`src/rtl/ptp_pkg.sv`:
```
`default_nettype none
//==============================================================================
// Package : ptp_pkg
// Shared states, byte constants and header helper for the fake-PTP generator.
// Rev     : 1.0
//==============================================================================
package ptp_pkg;

   typedef enum logic [2:0] {
      ST_IDLE,
      ST_PREAMBLE,
      ST_SFD,
      ST_HDR,
      ST_PAD,
      ST_FCS,
      ST_IFG
   } ptp_state_t;

   localparam logic [7:0] PREAMBLE_B = 8'h55;
   localparam logic [7:0] SFD_B      = 8'hD5;

   localparam logic [7:0] FAKE_DMAC_0 = 8'h00;
   localparam logic [7:0] FAKE_DMAC_1 = 8'h01;
   localparam logic [7:0] FAKE_DMAC_2 = 8'h02;
   localparam logic [7:0] FAKE_DMAC_3 = 8'h03;
   localparam logic [7:0] FAKE_DMAC_4 = 8'h04;
   localparam logic [7:0] FAKE_DMAC_5 = 8'h05;

   localparam logic [1:0] PTP_TYPE_HOST        = 2'd0;
   localparam logic [1:0] PTP_TYPE_MASTER_SYNC = 2'd1;
   localparam logic [1:0] PTP_TYPE_SLAVE_RESP  = 2'd2;
   localparam logic [1:0] PTP_TYPE_MASTER_FIN  = 2'd3;

   localparam int HDR_LEN = 16;

   localparam logic [31:0] CRC32_POLY = 32'hEDB88320;

   // Byte bc of the 16-byte fake-PTP header; ts already carries the send slot.
   function automatic logic [7:0] hdr_byte(input logic [5:0]  bc,
                                           input logic [1:0]  ptp_type,
                                           input logic [63:0] ts);
      logic [7:0] b;
      b = 8'h00;
      if (bc[5:3] == 3'b001) begin
         case (bc[2:0])
            3'd0:    b = ts[63:56];
            3'd1:    b = ts[55:48];
            3'd2:    b = ts[47:40];
            3'd3:    b = ts[39:32];
            3'd4:    b = ts[31:24];
            3'd5:    b = ts[23:16];
            3'd6:    b = ts[15:8];
            default: b = ts[7:0];
         endcase
      end else begin
         case (bc)
            6'd0:    b = FAKE_DMAC_0;
            6'd1:    b = FAKE_DMAC_1;
            6'd2:    b = FAKE_DMAC_2;
            6'd3:    b = FAKE_DMAC_3;
            6'd4:    b = FAKE_DMAC_4;
            6'd5:    b = FAKE_DMAC_5;
            6'd6:    b = {6'b0, ptp_type};
            default: b = 8'h00;
         endcase
      end
      return b;
   endfunction

endpackage : ptp_pkg
`default_nettype wire

```
`src/rtl/crc32_d8.sv`:
```
`default_nettype none
//==============================================================================
// Module : crc32_d8
// Ethernet CRC32 (reflected), one byte per cycle; raw register, no final xor.
// Rev    : 1.0
//==============================================================================
module crc32_d8
   import ptp_pkg::*;
(
   input  logic        gmii_rx_clk,
   input  logic        rst_n,
   input  logic        clr,
   input  logic        en,
   input  logic [7:0]  data,
   output logic [31:0] crc
);

   logic [31:0] r_crc;

   function automatic logic [31:0] crc_byte(input logic [31:0] c, input logic [7:0] d);
      logic [31:0] r;
      r = c;
      for (int i = 0; i < 8; i++) begin
         r = (r >> 1) ^ (((r[0] ^ d[i]) == 1'b1) ? CRC32_POLY : 32'h0);
      end
      return r;
   endfunction

   always_ff @(posedge gmii_rx_clk or negedge rst_n) begin
      if (!rst_n) begin
         r_crc <= '1;
      end else if (clr) begin
         r_crc <= '1;
      end else if (en) begin
         r_crc <= crc_byte(r_crc, data);
      end
   end

   assign crc = r_crc;

endmodule : crc32_d8
`default_nettype wire

```
`src/rtl/ptp_fake_pkt_gen.sv`:
```
`default_nettype none
//==============================================================================
// Module : ptp_fake_pkt_gen
// Fake-PTP frame generator on GMII TX; FCS appended when PTP_GEN_FCS_EN is set.
// Rev    : 1.0
//==============================================================================
module ptp_fake_pkt_gen
   import ptp_pkg::*;
#(
   parameter int IFG_CYCLES  = 12,
   parameter int MIN_FRAME_B = 60
) (
   input  logic        gmii_rx_clk,
   input  logic        rst_n,
   input  logic        start,
   input  logic [1:0]  start_type,
   input  logic [63:0] start_ts,
   input  logic [15:0] local_time,
   output logic        ready,
   output logic        done,
   output logic [7:0]  gmii_txd,
   output logic        gmii_tx_en,
   output logic        gmii_tx_er,
   output logic [31:0] cnt_sent
);

   localparam logic [7:0] C_PRE_LAST = 8'd6;
   localparam logic [5:0] C_HDR_LAST = 6'(HDR_LEN - 1);
   localparam logic [5:0] C_PAD_LAST = 6'(MIN_FRAME_B - 1);
   // The IDLE cycle before the next start is part of the gap, so IFG holds one less.
   localparam logic [7:0] C_IFG_LAST = 8'(IFG_CYCLES - 2);

   ptp_state_t  r_state, w_state_nxt;
   logic [5:0]  r_bc, w_bc_nxt;
   logic [7:0]  r_cnt, w_cnt_nxt;
   logic [1:0]  r_type;
   logic [63:0] r_ts, w_ts_eff;
   logic [15:0] r_send_ts;
   logic [7:0]  r_txd, w_txd_nxt;
   logic        r_tx_en, w_tx_en_nxt;
   logic        r_tx_er;
   logic        r_done, w_done_nxt;
   logic [31:0] r_cnt_sent;

   always_comb begin
      w_state_nxt = r_state;
      w_bc_nxt    = r_bc;
      w_cnt_nxt   = r_cnt;
      case (r_state)
         ST_IDLE: begin
            if (start) begin
               w_state_nxt = ST_PREAMBLE;
               w_cnt_nxt   = '0;
            end
         end
         ST_PREAMBLE: begin
            if (r_cnt == C_PRE_LAST) w_state_nxt = ST_SFD;
            else                     w_cnt_nxt   = r_cnt + 8'd1;
         end
         ST_SFD: begin
            w_state_nxt = ST_HDR;
            w_bc_nxt    = '0;
         end
         ST_HDR: begin
            w_bc_nxt = r_bc + 6'd1;
            if (r_bc == C_HDR_LAST) w_state_nxt = ST_PAD;
         end
         ST_PAD: begin
            w_bc_nxt  = r_bc + 6'd1;
            w_cnt_nxt = '0;
`ifdef PTP_GEN_FCS_EN
            if (r_bc == C_PAD_LAST) w_state_nxt = ST_FCS;
`else
            if (r_bc == C_PAD_LAST) w_state_nxt = ST_IFG;
`endif
         end
`ifdef PTP_GEN_FCS_EN
         ST_FCS: begin
            if (r_cnt == 8'd3) begin
               w_state_nxt = ST_IFG;
               w_cnt_nxt   = '0;
            end else begin
               w_cnt_nxt = r_cnt + 8'd1;
            end
         end
`endif
         ST_IFG: begin
            if (r_cnt == C_IFG_LAST) w_state_nxt = ST_IDLE;
            else                     w_cnt_nxt   = r_cnt + 8'd1;
         end
         default: w_state_nxt = ST_IDLE;
      endcase
   end

   always_comb begin
      w_ts_eff = r_ts;
      case (r_type)
         PTP_TYPE_HOST, PTP_TYPE_MASTER_SYNC: w_ts_eff[63:48] = r_send_ts;
         PTP_TYPE_SLAVE_RESP:                 w_ts_eff[31:16] = r_send_ts;
         PTP_TYPE_MASTER_FIN:                 w_ts_eff        = r_ts;
         default:                             w_ts_eff        = r_ts;
      endcase
   end

`ifdef PTP_GEN_FCS_EN
   logic [31:0] w_crc;
   logic [7:0]  w_fcs_byte;
   logic        w_crc_clr, w_crc_en;

   assign w_crc_clr = (w_state_nxt == ST_SFD);
   assign w_crc_en  = (w_state_nxt == ST_HDR) || (w_state_nxt == ST_PAD);

   crc32_d8 u_crc32_d8 (
      .gmii_rx_clk (gmii_rx_clk),
      .rst_n       (rst_n),
      .clr         (w_crc_clr),
      .en          (w_crc_en),
      .data        (w_txd_nxt),
      .crc         (w_crc)
   );

   always_comb begin
      case (w_cnt_nxt[1:0])
         2'd0:    w_fcs_byte = ~w_crc[7:0];
         2'd1:    w_fcs_byte = ~w_crc[15:8];
         2'd2:    w_fcs_byte = ~w_crc[23:16];
         default: w_fcs_byte = ~w_crc[31:24];
      endcase
   end
`endif

   // Outputs are decoded from the next state so they register on the same edge.
   always_comb begin
      w_tx_en_nxt = 1'b1;
      w_txd_nxt   = 8'h00;
      case (w_state_nxt)
         ST_PREAMBLE: w_txd_nxt = PREAMBLE_B;
         ST_SFD:      w_txd_nxt = SFD_B;
         ST_HDR:      w_txd_nxt = hdr_byte(w_bc_nxt, r_type, w_ts_eff);
         ST_PAD:      w_txd_nxt = 8'h00;
`ifdef PTP_GEN_FCS_EN
         ST_FCS:      w_txd_nxt = w_fcs_byte;
`endif
         default:     w_tx_en_nxt = 1'b0;
      endcase
      w_done_nxt = (w_state_nxt == ST_IFG) && (r_state != ST_IFG);
   end

   always_ff @(posedge gmii_rx_clk or negedge rst_n) begin
      if (!rst_n) begin
         r_state    <= ST_IDLE;
         r_bc       <= '0;
         r_cnt      <= '0;
         r_type     <= '0;
         r_ts       <= '0;
         r_send_ts  <= '0;
         r_txd      <= '0;
         r_tx_en    <= 1'b0;
         r_tx_er    <= 1'b0;
         r_done     <= 1'b0;
         r_cnt_sent <= '0;
      end else begin
         r_state <= w_state_nxt;
         r_bc    <= w_bc_nxt;
         r_cnt   <= w_cnt_nxt;
         r_txd   <= w_txd_nxt;
         r_tx_en <= w_tx_en_nxt;
         r_tx_er <= 1'b0;
         r_done  <= w_done_nxt;
         if (r_state == ST_IDLE && start) begin
            r_type <= start_type;
            r_ts   <= start_ts;
         end
         if (r_state == ST_PREAMBLE && w_state_nxt == ST_SFD) r_send_ts <= local_time;
         if (w_done_nxt) r_cnt_sent <= r_cnt_sent + 32'd1;
      end
   end

   assign ready      = (r_state == ST_IDLE);
   assign done       = r_done;
   assign gmii_txd   = r_txd;
   assign gmii_tx_en = r_tx_en;
   assign gmii_tx_er = r_tx_er;
   assign cnt_sent   = r_cnt_sent;

endmodule : ptp_fake_pkt_gen
`default_nettype wire

```
`config.mk`:
```
export PLATFORM = sky130hd
export DESIGN_NAME = ptp_fake_pkt_gen
export DESIGN_NICKNAME = d
export VERILOG_FILES = /design/src/rtl/ptp_pkg.sv /design/src/rtl/crc32_d8.sv /design/src/rtl/ptp_fake_pkt_gen.sv
export SDC_FILE = /design/constraint.sdc
export NUM_CORES = 1
export LEC_CHECK = 0
export CELL_PAD_IN_SITES_DETAIL_PLACEMENT = 1
export CELL_PAD_IN_SITES_GLOBAL_PLACEMENT = 1
export CORE_MARGIN = 4
export CORE_UTILIZATION = 38
export DETAILED_ROUTE_END_ITERATION = 10
export PLACE_DENSITY_LB_ADDON = 0.3
export SLEW_MARGIN = 10
export SYNTH_ARGS = -nofsm -noshare
export SYNTH_HDL_FRONTEND = slang
export SYNTH_SLANG_ARGS = --single-unit
```
`constraint.sdc`:
```
create_clock -name gmii_rx_clk -period 2.54 [get_ports gmii_rx_clk]
set_clock_uncertainty 0.15 [all_clocks]
set_input_delay 0.508 -clock gmii_rx_clk [delete_from_list [all_inputs] [get_ports gmii_rx_clk]]
set_output_delay 0.508 -clock gmii_rx_clk [all_outputs]
set_load 0.01 [all_outputs]
```
==> flow_metrics.env, run 1 <==
export IMPL_place_port_buffers=127
export IMPL_p_leak_nw=4.13
export IMPL_seq_area_frac_synth_pct=49.8
export IMPL_synth_distinct_cells=62
export IMPL_crit_path_end_kind="flop"
export IMPL_required_ns=2.66
export IMPL_worst_setup_path_start_kind="flop"
export IMPL_maxSlewHeadroom_pct=57.3
export IMPL_std_cell_rows=49
export IMPL_die_h_um=145
export IMPL_nFillCells=1916
export IMPL_final_layout_size_suffix_gt1_share_pct=27.5
export IMPL_dieArea_sq_um=20900
export IMPL_max_cap_violations=0
export IMPL_violations="negative setup slack"
export IMPL_p_seq_share_pct=32.6
export IMPL_tritoncts="yes"
export IMPL_initial_utilization_pct=39.0
export IMPL_worstPathArrival_ns=2.80
export IMPL_coreArea_sq_um=18100
export IMPL_hold_violations=0
export IMPL_setup_slack_ns=-0.141
export IMPL_wl_per_cell_um=20.6
export IMPL_p_switching_mw=4.21
export IMPL_fin_setup_tns_ns=-0.503
export IMPL_setup_viol_count_final=6
export IMPL_overflow=0
export IMPL_intPower_mw=7.01
export IMPL_status="complete, but fails checks"
export IMPL_cts_clk_slew_worst_paths_ns=0.06
export IMPL_rsz0062_at_grt="yes"
export IMPL_cts_sinks=141
export IMPL_cts_buffer_depth=2
export IMPL_fmax_mhz=373
export IMPL_grt_max_degree=50
export IMPL_grt_pass1_vias=6358
export IMPL_layout_nets=910
export IMPL_clock_power_share_pct=22.4
export IMPL_drt_first_iter_violations=306
export IMPL_gp_congestion=0.875
export IMPL_vias_per_cell=5.43
export IMPL_grt_first_pass_wirelength_mm=34.8
export IMPL_areaGrowthSynthToFinish_pct=38.2
export IMPL_pre_cts_slack_ns=-0.181
export IMPL_synth_nets=727
export IMPL_ys_async_sr_fraction_pct=100
export IMPL_clkLatencyLatePin_ns=0.43
export IMPL_tightest_slew_ns=0.633
export IMPL_worstSetupPathType="reg -> reg"
export IMPL_syn_mean_instance_area_sq_um=11.1
export IMPL_pwr_share_comb_pct=45.0
export IMPL_final_common_cell="dfrtp_1"
export IMPL_antenna_found_initial=0
export IMPL_ys_ff_latch=141
export IMPL_min_path_type="reg -> reg"
export IMPL_irDropWorstVdd_mv=0.512
export IMPL_postRouteAntennaNets=0
export IMPL_p_sw_share_pct=37.5
export IMPL_p_per_area_nw_per_um2=1150
export IMPL_drc_errors=0
export IMPL_grtUsageTotal_pct=21.6
export IMPL_ios=129
export IMPL_syn_inst=638
export IMPL_cts_buffers_inserted=17
export IMPL_synth_warnings=0
export IMPL_die_x_um=145
export IMPL_final_max_slew_violation_count=0
export IMPL_critPathMaxFanout=4
export IMPL_num_antenna_cells=0
export IMPL_period_share_pct=106
export IMPL_routed_wl_mm=21.9
export IMPL_first_pass_iters=7
export IMPL_vias=5772
export IMPL_htreeDepth=4
export IMPL_power_mw=11.2
export IMPL_period_minus_slack_ns=2.68
export IMPL_root_buffer="clkbuf_16"
export IMPL_syn_area_sq_um=7080
export IMPL_dp_hpwl_mm=16.5
export IMPL_synth_flop_cell="dfrtp_1"
export IMPL_synth_edf_count=0
export IMPL_mostFrequentLayoutCells="dfrtp_1 (139), clkdlybuf4s50_1 (125), mux2_2 (86), buf_4 (70), nand2_1 (48)"
==> metrics by stage <==
stage | cell area, sq um | utilization, % | hold slack [ns] | instances
2_1_floorplan | 7100 | - | 0.0624 | 638
3_3_place_gp | 9030 | 49.7 | 0.315 | 1023
3_5_place_dp | 9030 | 49.7 | 0.335 | 1023
4_1_cts | 9670 | 53.3 | 0.349 | 1058
5_1_grt | 9790 | 53.9 | 0.351 | 1063
6_report | 9790 | 53.9 | 0.349 | 1063
==> power by group through the flow <==
stage | combinational [mW] | sequential (mW) | clock [mW]
after floorplan | 3.02 | 3.42 | 0
after global placement | 4.61 | 3.66 | 0
after detailed placement | 4.76 | 3.71 | 0
after CTS | 4.83 | 3.67 | 2.57
after global routing | 5.50 | 3.76 | 2.66
final | 5.05 | 3.66 | 2.51
==> synthesized netlist by cell type (all sizes together) (3+ instances only) <==
cell type | n | share of area [%]
mux2 | 86 | 14
nand4 | 8 | 0.71
o22ai | 11 | 0.97
nor3 | 12 | 0.92
xor2 | 8 | 0.99
mux4 | 3 | 0.95
a221oi | 4 | 0.49
a311o | 3 | 0.42
clkbuf | 27 | 1.4
mux2i | 25 | 3.5
buf | 12 | 1.2
a22oi | 6 | 0.64
ha | 4 | 0.71
a31oi | 3 | 0.27
nand2 | 49 | 2.6
and2 | 3 | 0.27
nor2b | 14 | 1.3
nand3 | 17 | 1.3
inv | 11 | 0.58
dfrtp | 141 | 50
nand2b | 7 | 0.62
nor2 | 41 | 2.2
xnor2 | 25 | 3.1
a211oi | 7 | 0.74
and3 | 12 | 1.1
a21oi | 14 | 0.99
o31ai | 9 | 0.95
o21ai | 37 | 2.6
==> flip-flops by register name (all words and copies together) (netlist names) <==
| register | flops |
|---|---|
| r_bc | 6 |
| gmii_tx_en | 1 |
| cnt_sent | 32 |
| gmii_txd | 8 |
| r_type | 2 |
| r_send_ts | 16 |
| r_cnt | 8 |
| done | 1 |
| r_state | 3 |
| r_ts | 64 |
==> metal layers <==
metal	global-route usage [%]	vias up	part of all wire, %
met1	27.3	2936	42
li1	-	2671	-
met3	4.07	27	4.3
met4	7.31	0	1.9
met5	0	-	0
met2	37.2	138	52
==> cell type report <==
| cell class | instances | area [sq um] | share of cell area [%] |
|---|---|---|---|
| multi-input cells | 446 | 3420 | 35.0 |
| well taps | 229 | 287 | 2.93 |
| inverters | 12 | 46.3 | 0.473 |
| clock buffers | 18 | 439 | 4.49 |
| flip-flops and latches | 141 | 3530 | 36.1 |
| repair buffers | 203 | 1910 | 19.5 |
| clock inverters | 14 | 151 | 1.55 |
==> critical path, stage by stage, from the launching register on <==
cell	delay (ns)
dfrtp_1	0.38
ha_2	0.21
nand2_2	0.05
o22ai_1	0.06
or4_4	0.53
mux4_2	0.43
a311o_1	0.29
a222oi_1	0.29
o31ai_1	0.13
==> timing repair <==
item                                   in CTS  in global routing
endpoints found under the hold margin      47                  0
gates cloned                                0                  1
setup endpoints to repair                  27                 14
buffers inserted                            2                  4
resized for setup                          10                 15
pin swaps                                   8                  6
hold buffers                                1                  0
==> worst paths after layout <==
check,from,end,slack [ns],cells after the start
setup / recovery,r_bc[0]$_DFF_PN0_,gmii_txd[4]$_DFF_PN0_,-0.14,8
min in group asynchronous,rst_n,r_send_ts[7]$_DFFE_PN0P_,0.44,2
hold reg to reg,cnt_sent[28]$_DFFE_PN0P_,cnt_sent[28]$_DFFE_PN0P_,0.35,1
max in group asynchronous,rst_n,gmii_txd[0]$_DFF_PN0_,1.14,3
hold / removal,cnt_sent[28]$_DFFE_PN0P_,cnt_sent[28]$_DFFE_PN0P_,0.35,1
setup reg to reg,r_bc[0]$_DFF_PN0_,gmii_txd[4]$_DFF_PN0_,-0.14,8
==> logic make-up after synthesis <==
| logic type | Yosys count | share of synthesized area (%) |
|---|---|---|
| multiplexers | 114 | 18.2 |
| AO/OA/AOI/OAI | 120 | 11.3 |
| other | 1 | 0.0530 |
| adder cells (fa/ha/maj) | 4 | 0.707 |
| AND/OR/NAND/NOR | 174 | 12.6 |
| XOR/XNOR | 33 | 4.08 |
| flip-flops | 141 | 49.8 |
| buffers and inverters | 51 | 3.27 |
Power figures use the tool's default switching activity.
==> inputs of run 2 (changes only) <==
--- a/config.mk
+++ b/config.mk
@@ -9,6 +9,7 @@
 export CELL_PAD_IN_SITES_GLOBAL_PLACEMENT = 1
 export CORE_MARGIN = 4
 export CORE_UTILIZATION = 38
+export CTS_CLUSTER_DIAMETER = 120
 export DETAILED_ROUTE_END_ITERATION = 10
 export PLACE_DENSITY_LB_ADDON = 0.3
 export SLEW_MARGIN = 10
==> results of run 2 <==
The final DEF is identical to that of run 1; final timing and power are the same.
==> inputs of run 3 (changes only) <==
--- a/config.mk
+++ b/config.mk
@@ -11,6 +11,7 @@
 export CORE_UTILIZATION = 38
 export CTS_CLUSTER_DIAMETER = 120
 export DETAILED_ROUTE_END_ITERATION = 10
+export GPL_ROUTABILITY_DRIVEN = 0
 export PLACE_DENSITY_LB_ADDON = 0.3
 export SLEW_MARGIN = 10
 export SYNTH_ARGS = -nofsm -noshare
==> run 3 against run 2 <==
Against the previous run: via count grew 1.4%; flip-flop and latch count is the same; sequential power grew 1%; the flow still finishes with violations (negative setup slack); final cell count shrank 0.38%; power grew 0.80%; largest power group unchanged; worst setup slack lost 0.20 ns; register-to-register slack lost 0.20 ns.
==> flow_metrics.env, run 3 (same netlist as run 1, synthesis figures left out) <==
export IMPL_status="complete, but fails checks"
export IMPL_violations="negative setup slack"
export IMPL_irDropWorstVdd_mv=0.582
export IMPL_hold_worst_slack_ns=0.333
export IMPL_maxSlewHeadroom_pct=55.5
export IMPL_dpl_cell_count=1020
export IMPL_period_share_pct=113
export IMPL_clkLatencyLatePin_ns=0.43
export IMPL_crit_buf_inv=0
export IMPL_required_ns=2.68
export IMPL_die_h_um=145
export IMPL_worstSetupPathType="reg -> reg"
export IMPL_worst_setup_path_start_kind="flop"
export IMPL_overflow=0
export IMPL_drc_errors=0
export IMPL_grt_first_pass_wirelength_mm=35.3
export IMPL_critical_path_cell_chain="ha_4 > nand4b_1 > a21oi_2 > or4_4 > mux4_2 > a311o_1 > a222oi_1 > o31ai_1"
export IMPL_vias_per_cell=5.53
export IMPL_worstPathArrival_ns=3.01
export IMPL_setup_viol_count_final=8
export IMPL_mostFrequentLayoutCells="dfrtp_1 (140), clkdlybuf4s50_1 (125), mux2_2 (86), buf_4 (63), nand2_1 (48)"
export IMPL_num_antenna_cells=0
export IMPL_die_x_um=145
export IMPL_ios=129
export IMPL_cts_clk_slew_worst_paths_ns=0.07
export IMPL_routed_wl_mm=22.5
export IMPL_dieArea_sq_um=20900
export IMPL_final_cells=1059
export IMPL_place_port_buffers=127
export IMPL_grt_pass1_vias=6516
export IMPL_initial_utilization_pct=39.0
export IMPL_antenna_found_initial=0
export IMPL_max_cap_violations=0
export IMPL_min_path_type="reg -> reg"
export IMPL_grtUsageTotal_pct=21.8
export IMPL_nFillCells=1889
export IMPL_p_leak_nw=4.12
export IMPL_hold_violations=0
export IMPL_final_max_slew_violation_count=0
export IMPL_largest_reg_flops=64
export IMPL_wl_per_cell_um=21.3
export IMPL_crit_family="compound AO/OA/AOI/OAI gates"
export IMPL_layout_nets=906
export IMPL_std_cell_rows=49
export IMPL_cts_buffer_depth=2
export IMPL_fmax_mhz=348
export IMPL_dp_hpwl_mm=16.3
export IMPL_slowest_delay_ns=0.47
export IMPL_tightest_slew_ns=0.660
export IMPL_final_common_cell="dfrtp_1"
export IMPL_postRouteAntennaNets=0
export IMPL_cts_buffers_inserted=17
export IMPL_drt_first_iter_violations=322
export IMPL_final_layout_size_suffix_gt1_share_pct=28.0
export IMPL_slowest_stage="or4_4"
export IMPL_first_pass_iters=5
export IMPL_setup_slack_ns=-0.337
export IMPL_regMostFlops="r_ts"
export IMPL_cts_sinks=141
export IMPL_crit_path_end_kind="flop"
export IMPL_grt_max_degree=56
export IMPL_rsz0062_at_grt="yes"
export IMPL_htreeDepth=4
export IMPL_coreArea_sq_um=18100
export IMPL_tritoncts="yes"
export IMPL_root_buffer="clkbuf_16"
export IMPL_vias=5855
export IMPL_critPathMaxFanout=4
export IMPL_areaGrowthSynthToFinish_pct=38.6
export IMPL_p_per_area_nw_per_um2=1150
export IMPL_period_minus_slack_ns=2.88
==> run 3: worst reg2reg max path, cell delays in order, from the launching register on <==
cell and delay [ns]:
dfrtp_1 0.41, ha_4 0.20, nand4b_1 0.15, a21oi_2 0.09, or4_4 0.47, mux4_2 0.45
a311o_1 0.28, a222oi_1 0.37, o31ai_1 0.16
==> run 3: routing by layer <==
| layer | global-route usage [%] | routed length (um) | part of all wire (%) |
|---|---|---|---|
| met1 | 26.4 | 9250 | 41 |
| met2 | 38.2 | 11700 | 52 |
| met3 | 4.99 | 990 | 4.4 |
| met4 | 7.46 | 572 | 2.5 |
| met5 | 0 | 0 | 0 |
==> run 3: repair_timing <==
action / CTS / global route
hold endpoints to repair: 40 / 0
setup buffers: 2 / 4
pin swaps: 7 / 7
gates resized for setup: 13 / 28
hold buffers: 1 / 0
setup endpoints to repair: 25 / 19
==> run 3: path summary, 6_finish.rpt <==
kind                                                from                        to  slack, ns  cells after the start
worst max-delay path                   r_bc[1]$_DFF_PN0_     gmii_txd[0]$_DFF_PN0_      -0.34                      8
worst min-delay path            cnt_sent[31]$_DFFE_PN0P_  cnt_sent[31]$_DFFE_PN0P_       0.33                      1
worst max register to register         r_bc[1]$_DFF_PN0_     gmii_txd[0]$_DFF_PN0_      -0.34                      8
worst min register to register  cnt_sent[31]$_DFFE_PN0P_  cnt_sent[31]$_DFFE_PN0P_       0.33                      1
max in group asynchronous                          rst_n      r_ts[47]$_DFFE_PN0P_       1.09                      3
min in group asynchronous                          rst_n      r_cnt[4]$_DFFE_PN0P_       0.44                      2
==> run 3: final cells by class <==
type                            instances  area [sq um]  area share (%)
Clock inverter                         15           173            1.76
Inverter                               12          45.0           0.459
Sequential cell                       141          3530            36.0
Tap cell                              229           287            2.92
Multi-Input combinational cell        446          3480            35.5
Timing Repair Buffer                  199          1870            19.1
Clock buffer                           17           425            4.33
==> run 3: where the power goes <==
part / switching, mW / internal [mW]
Clock: 1.14 / 1.40
Sequential: 0.673 / 3.04
Combinational: 2.53 / 2.53
Total: 4.34 / 6.98
==> run 3: through the flow <==
step / setup TNS, ns / total power [mW] / util [%] / instance area, sq um / worst slack, ns
after CTS: -0.988 / 11.1 / 53.3 / 9670 / -0.289
after floorplan: -0.535 / 6.44 / - / 7100 / -0.192
final: -1.27 / 11.3 / 54.1 / 9810 / -0.337
after detailed placement: -1.82 / 8.41 / 49.5 / 8990 / -0.227
after global routing: -2.07 / 11.9 / 54.1 / 9810 / -0.411
after global placement: -0.587 / 8.15 / 49.5 / 8990 / -0.140
